## src/rtl/sum_accum_ser.sv

```systemverilog
// Block accumulator: sums N_SAMPLES unsigned bytes into a saturating 16-bit total
// and emits it as two bytes, low first, over a valid/ready output.
// Ports:
//   clk, rst (sync, active-high)
//   in_data/in_valid/in_ready : sample input handshake
//   flush                     : close a partial block early
//   out_data/out_valid/out_ready/out_last : serialized result
//   sat                       : current block's accumulator saturated
module sum_accum_ser #(
  parameter int N_SAMPLES = 4
) (
  input  logic       clk,
  input  logic       rst,
  input  logic [7:0] in_data,
  input  logic       in_valid,
  output logic       in_ready,
  input  logic       flush,
  output logic [7:0] out_data,
  output logic       out_valid,
  input  logic       out_ready,
  output logic       out_last,
  output logic       sat
);

  typedef enum logic [1:0] {
    ACCUM  = 2'd0,
    OUT_LO = 2'd1,
    OUT_HI = 2'd2
  } state_e;

  localparam logic [10:0] LAST = 11'(N_SAMPLES - 1);

  state_e      state_q;
  logic [15:0] acc_q, acc_d;
  logic [10:0] cnt_q, cnt_d;
  logic        sat_q, sat_d;
  logic [16:0] sum;
  logic        in_acc;
  logic        hs;
  logic        done;

  always_comb begin
    in_acc = (state_q == ACCUM);
    hs     = in_valid && in_acc;
    sum    = {1'b0, acc_q} + {9'd0, in_data};
    // bit 16 of the wide sum flags overflow past 16'hFFFF
    acc_d  = sum[16] ? 16'hFFFF : sum[15:0];
    sat_d  = sat_q | sum[16];
    cnt_d  = cnt_q + 11'd1;
    // a flush only closes a block that holds at least one sample
    done   = (hs && (cnt_q == LAST))
          || (flush && in_acc && (hs || (cnt_q != 11'd0)));
  end

  always_ff @(posedge clk) begin
    if (rst) begin
      state_q <= ACCUM;
      acc_q   <= 16'd0;
      cnt_q   <= 11'd0;
      sat_q   <= 1'b0;
    end else begin
      unique case (state_q)
        ACCUM: begin
          if (hs) begin
            acc_q <= acc_d;
            cnt_q <= cnt_d;
            sat_q <= sat_d;
          end
          if (done) state_q <= OUT_LO;
        end
        OUT_LO: begin
          if (out_ready) state_q <= OUT_HI;
        end
        OUT_HI: begin
          if (out_ready) begin
            acc_q   <= 16'd0;
            cnt_q   <= 11'd0;
            sat_q   <= 1'b0;
            state_q <= ACCUM;
          end
        end
        default: state_q <= ACCUM;
      endcase
    end
  end

  // outputs decode registered state only, so no input reaches them
  always_comb begin
    in_ready  = (state_q == ACCUM);
    out_valid = (state_q == OUT_LO) || (state_q == OUT_HI);
    out_last  = (state_q == OUT_HI);
    out_data  = 8'd0;
    if (state_q == OUT_LO) out_data = acc_q[7:0];
    if (state_q == OUT_HI) out_data = acc_q[15:8];
    sat       = sat_q;
  end

endmodule

```

## config.mk

```make
export PLATFORM = sky130hd
export DESIGN_NAME = sum_accum_ser
export DESIGN_NICKNAME = d
export VERILOG_FILES = /design/src/rtl/sum_accum_ser.sv
export SDC_FILE = /design/constraint.sdc
export NUM_CORES = 1
export LEC_CHECK = 0
export ABC_AREA = 1
export BUFFER_PORTS_ARGS = -buffer_cell sky130_fd_sc_hd__buf_2
export CORE_MARGIN = 1.5
export CORE_UTILIZATION = 31
export DETAILED_ROUTE_END_ITERATION = 10
export PLACE_DENSITY = 0.44
export SLEW_MARGIN = 20
export SYNTH_ARGS = -nofsm -noshare
export SYNTH_HDL_FRONTEND = slang
export SYNTH_SLANG_ARGS = --single-unit
```

## constraint.sdc

```tcl
create_clock -name clk -period 2.6 [get_ports clk]
set_input_delay 0.13 -clock clk [delete_from_list [all_inputs] [get_ports clk]]
set_output_delay 0.13 -clock clk [all_outputs]
set_load 0.05 [all_outputs]
```

==> key figures <==
Final layout
  • Core Util, Final: between 30% and 40%
  • Fin cells: 464
  • Ant diodes: 0
  • Final instance area: ~2500 sq um
  • Layout cells sized above 1: around 13%
  • Final #Nets: just under 400
  • Synth-to-layout area growth: 15.0%

Die
  • CORE AREA: slightly below 7000 sq um
  • FP Rows: 30
  • Die Ht: roughly 87 um
  • IO Count: 25
  • Initial Util: about a third
  • Die area: around 7500 sq um
  • Die Wd: 86.7 um

Power and ir drop
  • LEAKAGE: roughly 1.2 nW
  • Total power: between 1.5 and 2 mW
  • Power Density: roughly 780 nW/um^2
  • Worst VDD drop: ~0.00036 V

Detailed routing
  • Drt pass-1 iters: 4
  • Final ANT Viol Nets: 0
  • Vias per Instance: ~4.6
  • # DRC: 0
  • Final WL: a little under 6000 um
  • Routed length per instance: around 13 um
  • Detailed Route Iter0 Violations: 91
  • Routed via count: between 2000 and 2500

Timing
  • Clock skew: around 0.008 ns
  • Fin. Hold Viols: 0
  • Slew HR: 54.6%
  • Period utilization: between 80% and 90%
  • WHS: approximately 0.28 ns
  • Setup TNS: 0 ns
  • Measured slew at the worst slew-check pin: between 0.6 and 0.7 ns
  • Fmax: 448 MHz
  • Setup Viol. Count Final: 0
  • RSZ-0062 raised after global routing: no
  • Fin worst setup slack: between 0.3 and 0.4 ns
  • Tmin final: approximately 2.2 ns
  • Count of pins over their slew limit: 0

Synth
  • Sequential share of the synthesized area: between 20% and 30%
  • Avg Cell Area, Syn: 6.35 sq um
  • Synthesis-stage register bit count: 30
  • Yosys warning count: 0
  • Post-synthesis cell count: 342
  • Cell taking the most area after synthesis: dfxtp_1
  • Mapped Area: between 2000 and 2500 sq um
  • EDFF count, synth: 0
  • Netlist cell types: 34
  • Post-synth top area share: ~28%
  • Synth Flop Type: dfxtp_1
  • Most numerous cell in the Yosys netlist: nand2_1
  • Commonest cells post-synth: nand2_1 (100), inv_1 (46), dfxtp_1 (30), a21oi_1 (29), nand3_1 (29)
  • Syn Nets: around 370
  • Async S/R FF share, synth: 0%
  • Largest cells by area after synthesis: dfxtp_1 (28%), nand2_1 (17%), ha_1 (8.6%)

Setup path
  • Crit path cell chain: inv_1, ha_1, inv_2, o21ai_2, o21ai_0, inv_1, o21ai_0, a21oi_1
  • Crit-path slowest cell: o21ai_2
  • Setup CP Type: register to register
  • Crit path DAT: 2.45 ns
  • Critical path launch point type: register
  • Crit. End Element: register
  • R2R Path End: cnt_q[4]
  • Worst Reg-to-Reg Cells: 8
  • Worst Path Required: 2.82 ns
  • Worst R2R Start: state_q[0]
  • CP Max Fanout: 19
  • Internal reg-to-reg setup slack: 0.37 ns
  • CP peak stage delay: 0.60 ns

Clock tree
  • Clk slew on worst S/H paths: approximately 0.07 ns
  • H-Tree Level Count: 2
  • Setup bufs post-CTS: 0
  • Clock buffer depth: 2
  • CTS buffer count: 5
  • Clock Sinks: 30
  • Worst-skew pair later-pin latency: 0.28 ns
  • CTS Root Buffer Type: clkbuf_8
  • CTS tree: built
  • Resized cells post-CTS: 0
  • Number of hold buffers added after cts: 0

Global route
  • Total global routing overflow: 0
  • Initial antenna violation count: 0
  • Vias in the first global route: ~2000
  • Global-route usage over all layers: between 10% and 20%
  • Largest net degree at the start of global routing: 21
  • Wire length of the first global-routing pass: between 9000 and 10000 um

Hold path
  • Worst Min Path Start: rst
  • Worst hold path type: input port to register
  • Hold path endpoint: acc_q[10]
  • Worst Hold Path Cells: 2

Place
  • # placed instances: between 400 and 500
  • Routability Congestion: approximately 0.82
  • Placed cell area: 2380 sq um
  • Post-DP HPWL: 4570 um
  • Place WS: about 0.36 ns
  • Port bufs: 24

Job
  • Max_cap viols: 0

Status
  • Status: finished clean
==> critical path: cells and delay by family (launching register included) <==
kind	cells	cell delay [ns]
flip-flops	1	0.33
adder cells (fa/ha/maj)	1	0.29
AO/OA/AOI/OAI	4	1.01
buffers and inverters	3	0.53
==> flip-flops by register name, indices dropped and copies added (netlist names) <==
| name | count |
|---|---|
| sat | 1 |
| cnt_q | 11 |
| state_q | 2 |
| acc_q | 16 |
==> kinds of logic (layout without fill, tap and decap cells) <==
group           after synthesis  after routing  synth area share, %
compound gates               61             61                 14.9
xor+xnor                      6              6                 2.42
fa+ha+maj                    16             16                 9.57
buf+inv                      55             81                 10.4
flops                        30             30                 27.7
simple gates                174            174                 35.1
==> how the worst max path moves through the flow <==
stage	cells after the start	from	endpoint	slack (ns)
floorplan	5	state_q[0]	out_data[0]	-0.02
finish	8	state_q[0]	cnt_q[4]	0.37
global route	8	state_q[0]	cnt_q[4]	0.05
global placement	8	state_q[0]	cnt_q[4]	0.46
detailed placement	8	state_q[0]	cnt_q[4]	0.36
CTS	8	state_q[0]	cnt_q[4]	0.35
==> cell type report <==
class                           instances  area, sq um
Clock buffer                            6         82.6
Clock inverter                          1         30.0
Fill cell                             771         4300
Inverter                               48          183
Multi-Input combinational cell        257         1350
Sequential cell                        30          601
Tap cell                               96          120
Timing Repair Buffer                   26          135
==> layer usage <==
layer  vias to the layer above  GRT usage, %  routed length, um
met5                         -             0                  0
met4                         0          3.96                 53
met3                         7          3.05                225
met2                        30          26.1               2510
met1                       959          24.2               3080
li1                       1157             -                  -
==> where the power goes <==
part / internal, mW / switching, mW
sequential: 0.519 / 0.0605
clock: 0.307 / 0.185
combinational: 0.266 / 0.604
==> placed cells by master, fill, tap and decap left out <==
cell type / count
o21bai_1: 1
inv_2: 1
xnor2_1: 2
clkbuf_8: 6
nor2_1: 24
o21a_1: 1
inv_1: 46
nand4_2: 1
o21ai_2: 2
nand2_1: 100
bufinv_16: 1
a211oi_1: 1
nand3_1: 29
nand2_4: 1
xor2_1: 4
a21o_1: 1
nand3b_1: 1
nor2_4: 1
buf_4: 2
nor3_1: 4
nor2_2: 1
dfxtp_1: 30
buf_2: 24
nor3_2: 1
nand3_2: 1
ha_1: 15
o21ai_0: 25
or2_2: 3
fa_1: 1
and2_1: 1
inv_4: 1
nand4_1: 6
a21oi_1: 29
o21ai_1: 1
No activity file was read; power rests on OpenSTA's default activity.
